===== config.mk =====
export PLATFORM = sky130hd
export DESIGN_NAME = mem_stage_lsu
export DESIGN_NICKNAME = d
export VERILOG_FILES = /design/src/rtl/mem_stage_lsu.sv
export SDC_FILE = /design/constraint.sdc
export NUM_CORES = 1
export LEC_CHECK = 0
export ABC_CLOCK_PERIOD_IN_PS = 2350
export BUFFER_PORTS_ARGS = -buffer_cell sky130_fd_sc_hd__buf_2
export CORE_MARGIN = 2
export CORE_UTILIZATION = 25
export DETAILED_ROUTE_END_ITERATION = 12
export SLEW_MARGIN = 10
export SYNTH_ARGS = -nofsm -noshare
export SYNTH_HDL_FRONTEND = slang
export SYNTH_SLANG_ARGS = --single-unit

===== constraint.sdc =====
create_clock -name clk -period 2.35 [get_ports clk]
set_input_delay 0.235 -clock clk [delete_from_list [all_inputs] [get_ports clk]]
set_output_delay 0.235 -clock clk [all_outputs]
set_load 0.03 [all_outputs]

===== src/rtl/mem_stage_lsu.sv =====
// rtl/mem_stage_lsu.sv - RV64 MEM stage load/store unit with dmem handshake and MEM/WB register
//
// Sits between the EX/MEM and MEM/WB pipeline registers. Loads and stores
// are issued to data memory over a req/ack handshake; the pipeline is
// stalled while an access is outstanding.
//
// Ports:
//   clk, rst          clock, synchronous active-high reset
//   ex_valid          EX/MEM holds a valid instruction
//   ex_is_load        instruction is a load
//   ex_is_store       instruction is a store
//   ex_reg_write      instruction writes rd
//   ex_func3          access size / signedness
//   ex_rd             destination register
//   ex_result         ALU result, effective address for loads/stores
//   ex_wdata          store data (rs2)
//   stall             freeze IF/ID/EX and hold EX/MEM
//   dmem_req          memory request valid
//   dmem_we           1 = write
//   dmem_addr         doubleword-aligned address
//   dmem_wdata        lane-replicated store data
//   dmem_wstrb        byte strobes
//   dmem_ack          request complete; dmem_rdata valid in the same cycle
//   dmem_rdata        read doubleword
//   wb_valid          MEM/WB payload valid (one cycle per instruction)
//   wb_we             register write enable
//   wb_rd             destination register
//   wb_data           load data or passed-through ex_result
//   exc_misalign      misaligned access pulse (with wb_valid)
//   exc_bus           timeout / illegal func3 pulse (with wb_valid)

module mem_stage_lsu #(
  parameter int XLEN    = 64,
  parameter int TIMEOUT = 255,
  parameter int CNT_W   = 8
) (
  input  logic            clk,
  input  logic            rst,
  input  logic            ex_valid,
  input  logic            ex_is_load,
  input  logic            ex_is_store,
  input  logic            ex_reg_write,
  input  logic [2:0]      ex_func3,
  input  logic [4:0]      ex_rd,
  input  logic [XLEN-1:0] ex_result,
  input  logic [XLEN-1:0] ex_wdata,
  output logic            stall,
  output logic            dmem_req,
  output logic            dmem_we,
  output logic [XLEN-1:0] dmem_addr,
  output logic [XLEN-1:0] dmem_wdata,
  output logic [7:0]      dmem_wstrb,
  input  logic            dmem_ack,
  input  logic [XLEN-1:0] dmem_rdata,
  output logic            wb_valid,
  output logic            wb_we,
  output logic [4:0]      wb_rd,
  output logic [XLEN-1:0] wb_data,
  output logic            exc_misalign,
  output logic            exc_bus
);

  typedef enum logic {S_IDLE, S_ACCESS} state_t;

  state_t           state;
  logic [CNT_W-1:0] cnt;

  // Context of the outstanding access, captured on entry to ACCESS.
  logic [2:0]       req_f3;
  logic [2:0]       req_off;
  logic [4:0]       req_rd;
  logic             req_wr;
  logic             req_load;

  // ---------------------------------------------------------------
  // EX/MEM decode
  // ---------------------------------------------------------------
  logic       is_mem;
  logic       f3_illegal;
  logic       misalign;
  logic       accept;
  logic [2:0] off;
  logic [1:0] sz;

  assign is_mem = ex_is_load | ex_is_store;
  assign off    = ex_result[2:0];
  assign sz     = ex_func3[1:0];

  // Loads only reject 111; stores have no unsigned variants, so any 1xx is illegal.
  assign f3_illegal = ex_is_load ? (ex_func3 == 3'b111) : ex_func3[2];

  always_comb begin
    misalign = 1'b0;
    case (sz)
      2'd1:    misalign = off[0];
      2'd2:    misalign = |off[1:0];
      2'd3:    misalign = |off;
      default: misalign = 1'b0;
    endcase
  end

  assign accept = (state == S_IDLE) && ex_valid && is_mem && !f3_illegal && !misalign;

  // Stall covers the accept cycle (combinational) through the ack cycle.
  assign stall = !rst && ((state == S_ACCESS) || accept);

  // ---------------------------------------------------------------
  // Store lane formatting
  // ---------------------------------------------------------------
  logic [XLEN-1:0] st_wdata;
  logic [7:0]      st_wstrb;

  always_comb begin
    st_wdata = ex_wdata;
    st_wstrb = 8'hFF;
    case (sz)
      2'd0: begin
        st_wdata = {8{ex_wdata[7:0]}};
        st_wstrb = 8'h01 << off;
      end
      2'd1: begin
        st_wdata = {4{ex_wdata[15:0]}};
        st_wstrb = 8'h03 << off;
      end
      2'd2: begin
        st_wdata = {2{ex_wdata[31:0]}};
        st_wstrb = 8'h0F << off;
      end
      default: begin
        st_wdata = ex_wdata;
        st_wstrb = 8'hFF;
      end
    endcase
  end

  // ---------------------------------------------------------------
  // Load lane select and extension
  // ---------------------------------------------------------------
  logic [XLEN-1:0] lane;
  logic [XLEN-1:0] ld_data;

  // Shift the addressed byte lane down to bit 0 before extending.
  assign lane = dmem_rdata >> {req_off, 3'b000};

  always_comb begin
    ld_data = lane;
    case (req_f3)
      3'b000:  ld_data = {{56{lane[7]}},  lane[7:0]};
      3'b001:  ld_data = {{48{lane[15]}}, lane[15:0]};
      3'b010:  ld_data = {{32{lane[31]}}, lane[31:0]};
      3'b100:  ld_data = {56'd0, lane[7:0]};
      3'b101:  ld_data = {48'd0, lane[15:0]};
      3'b110:  ld_data = {32'd0, lane[31:0]};
      default: ld_data = lane;
    endcase
  end

  // ---------------------------------------------------------------
  // FSM, request registers and MEM/WB register
  // ---------------------------------------------------------------
  always_ff @(posedge clk) begin
    if (rst) begin
      state        <= S_IDLE;
      cnt          <= '0;
      dmem_req     <= 1'b0;
      dmem_we      <= 1'b0;
      dmem_addr    <= '0;
      dmem_wdata   <= '0;
      dmem_wstrb   <= 8'h00;
      req_f3       <= 3'd0;
      req_off      <= 3'd0;
      req_rd       <= 5'd0;
      req_wr       <= 1'b0;
      req_load     <= 1'b0;
      wb_valid     <= 1'b0;
      wb_we        <= 1'b0;
      wb_rd        <= 5'd0;
      wb_data      <= '0;
      exc_misalign <= 1'b0;
      exc_bus      <= 1'b0;
    end else begin
      // MEM/WB payload is a one-cycle pulse unless set below.
      wb_valid     <= 1'b0;
      wb_we        <= 1'b0;
      wb_rd        <= 5'd0;
      wb_data      <= '0;
      exc_misalign <= 1'b0;
      exc_bus      <= 1'b0;

      case (state)
        S_IDLE: begin
          if (ex_valid) begin
            if (!is_mem) begin
              wb_valid <= 1'b1;
              wb_we    <= ex_reg_write && (ex_rd != 5'd0);
              wb_rd    <= ex_rd;
              wb_data  <= ex_result;
            end else if (f3_illegal) begin
              wb_valid <= 1'b1;
              wb_rd    <= ex_rd;
              exc_bus  <= 1'b1;
            end else if (misalign) begin
              wb_valid     <= 1'b1;
              wb_rd        <= ex_rd;
              exc_misalign <= 1'b1;
            end else begin
              state      <= S_ACCESS;
              cnt        <= '0;
              dmem_req   <= 1'b1;
              dmem_we    <= !ex_is_load;
              dmem_addr  <= {ex_result[XLEN-1:3], 3'b000};
              dmem_wdata <= ex_is_load ? '0 : st_wdata;
              dmem_wstrb <= ex_is_load ? 8'h00 : st_wstrb;
              req_f3     <= ex_func3;
              req_off    <= off;
              req_rd     <= ex_rd;
              req_wr     <= ex_reg_write && (ex_rd != 5'd0);
              req_load   <= ex_is_load;
            end
          end
        end

        S_ACCESS: begin
          if (dmem_ack) begin
            state    <= S_IDLE;
            dmem_req <= 1'b0;
            wb_valid <= 1'b1;
            wb_rd    <= req_rd;
            wb_we    <= req_load && req_wr;
            wb_data  <= req_load ? ld_data : '0;
          end else if (cnt == CNT_W'(TIMEOUT - 1)) begin
            // This wait cycle brings the count to TIMEOUT: abandon the access.
            state    <= S_IDLE;
            dmem_req <= 1'b0;
            wb_valid <= 1'b1;
            wb_rd    <= req_rd;
            exc_bus  <= 1'b1;
          end else begin
            cnt <= cnt + 1'b1;
          end
        end

        default: state <= S_IDLE;
      endcase
    end
  end

endmodule


==> results of run 1 <==
-- layout make-up --
type / count / area [um^2] / share of cell area (%)
Antenna cell: 7 / 17.52 / 0.1120
Timing Repair Buffer: 539 / 3323 / 21.25
Tap cell: 592 / 740.7 / 4.737
Clock buffer: 41 / 830.8 / 5.313
Sequential cell: 230 / 4608 / 29.47
Inverter: 7 / 26.28 / 0.1680
Multi-Input combinational cell: 1022 / 5907 / 37.78
Clock inverter: 11 / 182.7 / 1.168
-- layer usage --
metal	up-vias	global-route usage (%)	share of wire (%)
met5	-	0	0.050
met4	4	8.148	4.3
met3	96	5.702	8.4
met2	548	35.64	49
met1	5561	22.29	39
li1	5711	-	-
-- power groups by stage --
stage	Sequential (W)	Combinational [W]	Clock [W]
after floorplan	0.00443	0.000874	0
after global placement	0.00420	0.00182	0
after detailed placement	0.00421	0.00184	0
after CTS	0.00412	0.00194	0.00491
after global routing	0.00414	0.00209	0.00505
final	0.00412	0.00195	0.00478
-- cells by family (layout without fill, tap and decap cells) --
family	count (synthesis)	in the layout	share of synthesized area, %
AND/OR/NAND/NOR	535	535	21.82
AO/OA/AOI/OAI	395	395	22.02
flip-flops	230	230	41.61
buffers and inverters	131	598	5.326
multiplexers	74	74	7.700
adder cells (fa/ha/maj)	9	9	1.018
XOR/XNOR	6	6	0.4749
other	1	10	0.03389
-- state kept, by name, indices dropped and copies added (netlist names), 3 cells and up --
register	count
wb_rd	5
req_f3	3
wb_data	64
cnt	8
dmem_wstrb	8
req_rd	5
dmem_addr	61
dmem_wdata	64
req_off	3
-- metrics by stage --
step,instances,hold WS [ps]
detailed placement,2317,441.9
floorplan,1383,343.5
finish,2449,43.64
global route,2446,17.08
global placement,2317,434.7
CTS,2441,7.349
-- how the worst max path moves through the flow --
| stage | from | end | slack, ps | depth (start not counted) |
|---|---|---|---|---|
| after global routing | req_off[1]$_SDFFE_PP0P_ | wb_data[46]$_SDFF_PP0_ | 20 | 6 |
| final | req_off[1]$_SDFFE_PP0P_ | wb_data[46]$_SDFF_PP0_ | 70 | 6 |
| after CTS | req_off[1]$_SDFFE_PP0P_ | wb_data[13]$_SDFF_PP0_ | 60 | 6 |
| after global placement | ex_func3[1] | cnt[1]$_SDFFE_PP0P_ | 120 | 9 |
| after detailed placement | ex_func3[1] | cnt[1]$_SDFFE_PP0P_ | 20 | 9 |
| after floorplan | ex_func3[0] | dmem_wstrb[1]$_SDFFE_PP0P_ | 440 | 9 |
-- worst max-delay path: stages, from the launching register on --
cell	delay [ps]
sky130_fd_sc_hd__dfxtp_2	550
sky130_fd_sc_hd__mux2_2	430
sky130_fd_sc_hd__o22a_1	240
sky130_fd_sc_hd__and2_1	240
sky130_fd_sc_hd__a211oi_4	270
sky130_fd_sc_hd__buf_12	240
sky130_fd_sc_hd__o31ai_1	150
-- what timing repair did --
action                                  CTS  global route
endpoints found under the hold margin   138             0
setup buffers                             0             1
hold buffers                             72             0
endpoints found under the setup margin    0            10
resized for setup                         0             2
-- cell usage in the layout (no fill, tap or decap), drive strengths merged, types with 13 or more instances in the layout --
cell type and count:
a211oi 18, mux2i 54, a22oi 18, dfxtp 230, dlygate4sd3 72, nor3 13
o21ai 58, nand2 289, or3 16, o22ai 15, buf 467, nand3 55
mux2 13, clkbuf 41, nand2b 54, a221o 16, nor2b 14, nor2 64
a21oi 211, o31ai 16
==> run summary, run 1 <==
The quantity of I/O buffers inserted on ports came out at 415. The core region is 43930 um^2. Reg-to-reg critical path endpoint: wb_data[46]$_SDFF_PP0_. After clock tree synthesis, the clock-pin slew on the worst setup and hold paths is 70 ps. The period utilization came out at 96.88%. The detail route stage leaves a number of antenna-violating nets equal to 0. Number of top-level pins: 419. The run gives 45960 um^2 as the overall die area. After synthesis, the cell types taking the most area are sky130_fd_sc_hd__dfxtp_1 (42%), sky130_fd_sc_hd__nand2_1 (9.8%), sky130_fd_sc_hd__a21oi_1 (9.5%), sky130_fd_sc_hd__mux2i_1 (4.9%), sky130_fd_sc_hd__nand2b_1 (3.1%).

Entering global routing, the biggest net connects 74 pins. The final layout contains 2044 nets. The run gives 0 as the final number of hold-violating endpoints. The global-route total usage across every layer was 19.98%; the global placement routability congestion was 0.9106. TritonCTS created 28 clock buffers. Setup repair after global routing left no endpoint under its margin. The final setup TNS is 0 ps, and the max capacitance violation total is 0.

After synthesis, the share of flip-flops with an asynchronous set or reset is 0%. The critical path class is reg2reg. For this design the total switching power over the nets is 0.003116 W. The post-synthesis average cell area was 8.013 um^2; the max-slew violation count was 0. The ratio of cells with drive above 1 in the final layout is 30.38%. The placed instances occupy a cell area of 13860 um^2.

Relative to the synthesized area, the layout overhead comes to 41.30%. The longest clock path from root to sink contains 3 buffers. Synthesis produced a netlist whose cell count is 1381. The first detailed-routing pass took 5 iterations. During synthesis, Yosys emitted a total of 0 warnings.

For this run, design rule violations remaining after detail routing come to 0. The switching fraction of total power was 28.71%; the cell depth of the worst hold path was 3. STA classifies the critical path endpoint as a flip-flop. Fill cells in the final layout number 4594. The H-tree depth reported by CTS was 1. Timing would allow up to 439.2 MHz. The maximum net fanout on the critical path was 32.

For the worst-skew pair, the clock arrives at the later sink with an insertion delay of 570 ps. From bottom edge to top edge, the die measures 214.4 um. For this run, the register share of the synthesized area comes to 41.61%. The most used flip-flop cell after synthesis is sky130_fd_sc_hd__dfxtp_1.

The logs give 73.23 ps for the final worst setup slack and 17.24 ps for the worst clock skew. The run gives 35.59% as the final core area utilization. The clock net in this run drives a total of 230 sinks. Once the floorplan was initialized, standard cells occupied 25.19% of the core. The final route contains 11920 vias. Class of the tightest hold or removal check: in2reg. The total overflow left after global routing is 0.

The initial antenna violation count is 9. In the routed layout, each cell is associated on average with a via count of 4.867. For this block, the routed nets add up to 47990 um of wire.

sky130_fd_sc_hd__dfxtp_1 takes more of the synthesized area than any other cell. The synthesized design contains 230 register bits. The floorplan step set the die width to 214.4 um. The time the final worst path needs with I/O delays and setup is 2277 ps.

The distinct cell type count of the synthesized netlist came out at 59. The first global-routing pass estimated 71590 um of wire. In this run, flip-flops and latches consume 38.0% of the power. The power density over the cells was 694.0 nW/um^2; the post-detailed-route wirelength per cell was 19.60 um. The flow ran to the end, and the final reports show no timing, DRC or antenna violations. The logs give 780 for the number of DRC markers after the initial detailed-route iteration and 11700 for the via count of the first global-routing pass. The worst max-slew margin expressed relative to the limit came out at 44.86%. The critical hold path startpoint is ex_wdata[1]. Cell internal power was estimated by the tool at 0.007736 W. The post-detailed-placement half-perimeter wirelength came out at 36370 um. The run gives 44.1% as the fraction of power consumed by the clock network. VDD sags by at most 0.5059 mV.

Data on the critical path is required at its endpoint by 2780 ps. Counting flops with a built-in enable in the synthesized netlist gives 0. Most common cell in the synthesized netlist: sky130_fd_sc_hd__nand2_1. The tree is rooted in a sky130_fd_sc_hd__clkbuf_16. STA puts the critical path data arrival time at 2710 ps. By count the netlist is led by sky130_fd_sc_hd__nand2_1 (289), sky130_fd_sc_hd__dfxtp_1 (230), sky130_fd_sc_hd__a21oi_1 (211). Setup violations remaining at the end of the flow were counted as 0.

The leakage power total came out at 6.533 nW. The total non-filler cell area in the finished layout was 15640 um^2. The path with the worst hold slack has its endpoint at dmem_wdata[1]$_SDFFE_PP0P_. Setup slack on the worst reg-to-reg path comes out at 70 ps.

In this run the critical register-to-register path is launched from req_off[1]$_SDFFE_PP0P_. In this run the core area contains 77 standard-cell rows. In this run, the combinational gates consume 17.9% of the power. Before CTS, the worst setup slack after placement is 20.14 ps. The mapped netlist covers 11070 um^2. Power comes to 0.01085 W.

The worst register-to-register path has a depth of 6. TritonCTS built the clock tree. The transition at the pin with the smallest max-transition slack is 827.1 ps, and the area share of the largest cell type after synthesis is 41.61%.

The worst setup path is launched from a flip-flop.
(Power assumes the default switching activity.)
==> inputs of run 2 (changes only) <==
SETUP_SLACK_MARGIN = 0.3   (was unset)
==> run 2 against run 1 <==
  * Utilization grew 0.61 points
  * Largest power group unchanged
  * Global-route usage is 0.15 points higher
  * Final cell count grew 0.41%
  * Critical path type unchanged
  * Die area did not move
  * First-iteration DRC count up 1.7%
  * Clock power about the same
==> run summary, run 2 (synthesis results as in run 1) <==
The flow ran to the end, and the final reports show no timing, DRC or antenna violations. Count of non-filler cells in the finished layout: 2459 (+0.41%). TritonCTS built the clock tree. The H-tree depth reported by CTS was 1 (unchanged).

Setup repair after global routing could not meet its margin everywhere. The latest clock arrival within the worst-skew pair is 570 ps (about the same). The final setup TNS is 0 ps (unchanged), and the worst clock skew is 15.40 ps (-1.833 ps). The run gives 28 (unchanged) as the number of buffers created by CTS.

The horizontal extent of the die was 214.4 um (unchanged); the overall die area was 45960 um^2 (unchanged). For the site row count, the log shows 77 (unchanged). The tools report the total non-filler cell area in the finished layout as 15900 um^2 (+1.7%).

Max-slew violation count: 0 (unchanged). The data required time of the worst path was 2810 ps (+30 ps); the switching fraction of total power was 28.85% (+0.14 points). The fraction of power consumed by the clock network is 43.6% (-0.5 points). Element type at the critical path start: a flip-flop.

The total clock sinks came out at 230 (unchanged). In the final layout, the registers with the most flip-flops are dmem_wdata (64), wb_data (64), dmem_addr (61). The count of vias placed by the detailed router is 12070 (+1.2%), and the clock slew seen by the registers of the worst setup and hold paths is 70 ps (about the same).

Time the final worst path needs with I/O delays and setup: 2068 ps (-208.8 ps). The combined area of the multi-input logic cells is 6016 um^2 (+1.8%). The tools report the worst-case clock buffer depth as 3 (unchanged).

The placed cell area came out at 13860 um^2 (unchanged). The root cell of the clock tree is sky130_fd_sc_hd__clkbuf_16. The pin count of the biggest net entering global routing was 74 (unchanged); the worst voltage drop across the vdd grid was 0.5102 mV (+0.85%).

The starting density of the core was 25.19% (unchanged); the worst path arrival time was 2520 ps (-190 ps). For the count of placed standard cells including taps, the log shows 2317 (unchanged). The tools report the portion of total power attributed to combinational logic as 19.0% (+1.1 points).

Leaving out fill and tap cells, the most frequent cells in the layout are sky130_fd_sc_hd__buf_2 (413), sky130_fd_sc_hd__nand2_1 (288), sky130_fd_sc_hd__dfxtp_1 (227). The maximum net fanout on the critical path works out to 8 (-75%). The post-detailed-placement half-perimeter wirelength is 36370 um (unchanged), and the number of top-level pins is 419 (unchanged). The part of the total power dissipated in sequential elements was 37.5% (-0.5 points). The initial antenna violation count is 9 (unchanged).

The global-route total usage across every layer is 20.13% (+0.15 points), and the period utilization is 88.00% (-8.9 points). The routed via count divided by cell count works out to 4.908 (+0.83%). The number of DRC markers after the initial detailed-route iteration was 793 (+1.7%). Quantity of I/O buffers inserted on ports: 415 (unchanged). For the final number of hold-violating endpoints, the log shows 0 (unchanged). The power density over the cells was 691.3 nW/um^2 (-0.40%); the final worst setup slack was 282.1 ps (+208.8 ps). Critical path class: reg2reg. The run gives 483.6 MHz (+10%) as the fmax. The internal power of the cells came out at 0.007822 W (+1.1%). Class of the tightest hold or removal check: in2reg. The core outline area came out at 43930 um^2 (unchanged). The ratio of cells with drive above 1 in the final layout works out to 31.67% (+1.3 points). The commonest non-fill, non-tap cell in the layout was sky130_fd_sc_hd__buf_2. From synthesis to final layout, the design area changed by 43.72%. The total grt overflow was 0 (unchanged). The total power draw was 0.01099 W (+1.3%); the via count of the first global-routing pass was 11760 (+0.53%). The tools report the worst max-slew margin expressed relative to the limit as 43.97% (-0.89 points). Wire length of the first global-routing pass: 72070 um (+0.67%). The total of fill cells in the finished design is 4568 (-0.57%), and the post-detailed-route wirelength per cell is 19.76 um (+0.84%).

The tools report the DRC violation count after routing as 0 (unchanged). The worst setup path is captured at a flip-flop. The logs give 0 (unchanged) for the max capacitance violation total and 20.14 ps (unchanged) for the post-place setup slack.

The post-layout net count is 2054 (+0.49%). The height of the die was 214.4 um (unchanged); the total wirelength of the detailed-routed design was 48590 um (+1.3%). The global placement routability congestion was 0.9106 (unchanged); the count of nets left with antenna violations after detail routing was 0 (unchanged).

The reported net switching power is 0.003172 W (+1.8%). The setup-violating endpoint count in the final report was 0 (unchanged). The leakage power total is 6.642 nW (+1.7%). The number of optimization iterations in the first detailed-route pass came out at 7 (+2).

For the area taken by flip-flops and latches, the log shows 4613 um^2 (+0.11%). The transition at the pin with the smallest max-transition slack is 840.5 ps (+13.38 ps).
[run 2: cell types whose count changed in the layout (fill, tap and decap cells not counted), sizes merged]
cell,before,now
clkbuf,41,43
buf,467,475
[run 2: power groups by stage]
stage	combinational (W)	clock [W]	sequential [W]
final	0.00209	0.00479	0.00412
after global routing	0.00223	0.00505	0.00413
after CTS	0.00203	0.00491	0.00412
after detailed placement	0.00184	0	0.00421
after global placement	0.00182	0	0.00420
after floorplan	0.000874	0	0.00443
[run 2: routing by layer]
layer | vias up | GRT usage [%] | routed length [um]
li1 | 5735 | - | -
met4 | 4 | 7.940 | 2269
met3 | 112 | 5.787 | 4184
met2 | 584 | 36.20 | 23510
met1 | 5633 | 22.29 | 18600
met5 | - | 0 | 24
[run 2: stage by stage]
step	hold slack [ps]	utilization, %
2_1_floorplan	343.5	-
3_3_place_gp	434.7	31.56
3_5_place_dp	441.9	31.56
4_1_cts	7.349	35.85
5_1_grt	17.08	36.18
6_report	38.96	36.20
[run 2: cell type report]
type	instances	share of cell area, %
clock inverters	11	1.149
inverters	7	0.1652
multi-input cells	1022	37.83
clock buffers	41	5.224
diodes	7	0.1101
repair buffers	549	21.86
well taps	592	4.657
flip-flops and latches	230	29.01
[run 2: worst max-delay path, cell delays in order, from the launching register on]
cell and delay (ps):
sky130_fd_sc_hd__dfxtp_4 450, sky130_fd_sc_hd__buf_6 120, sky130_fd_sc_hd__mux2_4 310, sky130_fd_sc_hd__o22a_4 230, sky130_fd_sc_hd__and4_4 160, sky130_fd_sc_hd__a211oi_4 250
sky130_fd_sc_hd__buf_6 170, sky130_fd_sc_hd__clkbuf_16 170, sky130_fd_sc_hd__o21ai_2 70
[run 2: what timing repair did]
action,4_1_cts,5_1_grt
pin swaps,4,11
hold endpoints to repair,138,0
cloned,2,1
setup endpoints to repair,60,49
resized for setup,13,31
hold buffers,72,0
setup buffers,6,2
[run 2: path summary, 6_finish.rpt]
path | from | end | slack (ps) | cells past startpoint
worst min register to register | dmem_addr[44]$_SDFFE_PP0P_ | dmem_addr[44]$_SDFFE_PP0P_ | 450 | 2
worst max register to register | req_off[1]$_SDFFE_PP0P_ | wb_data[34]$_SDFF_PP0_ | 280 | 8
worst max-delay path | req_off[1]$_SDFFE_PP0P_ | wb_data[34]$_SDFF_PP0_ | 280 | 8
worst min-delay path | ex_wdata[3] | dmem_wdata[3]$_SDFFE_PP0P_ | 40 | 3
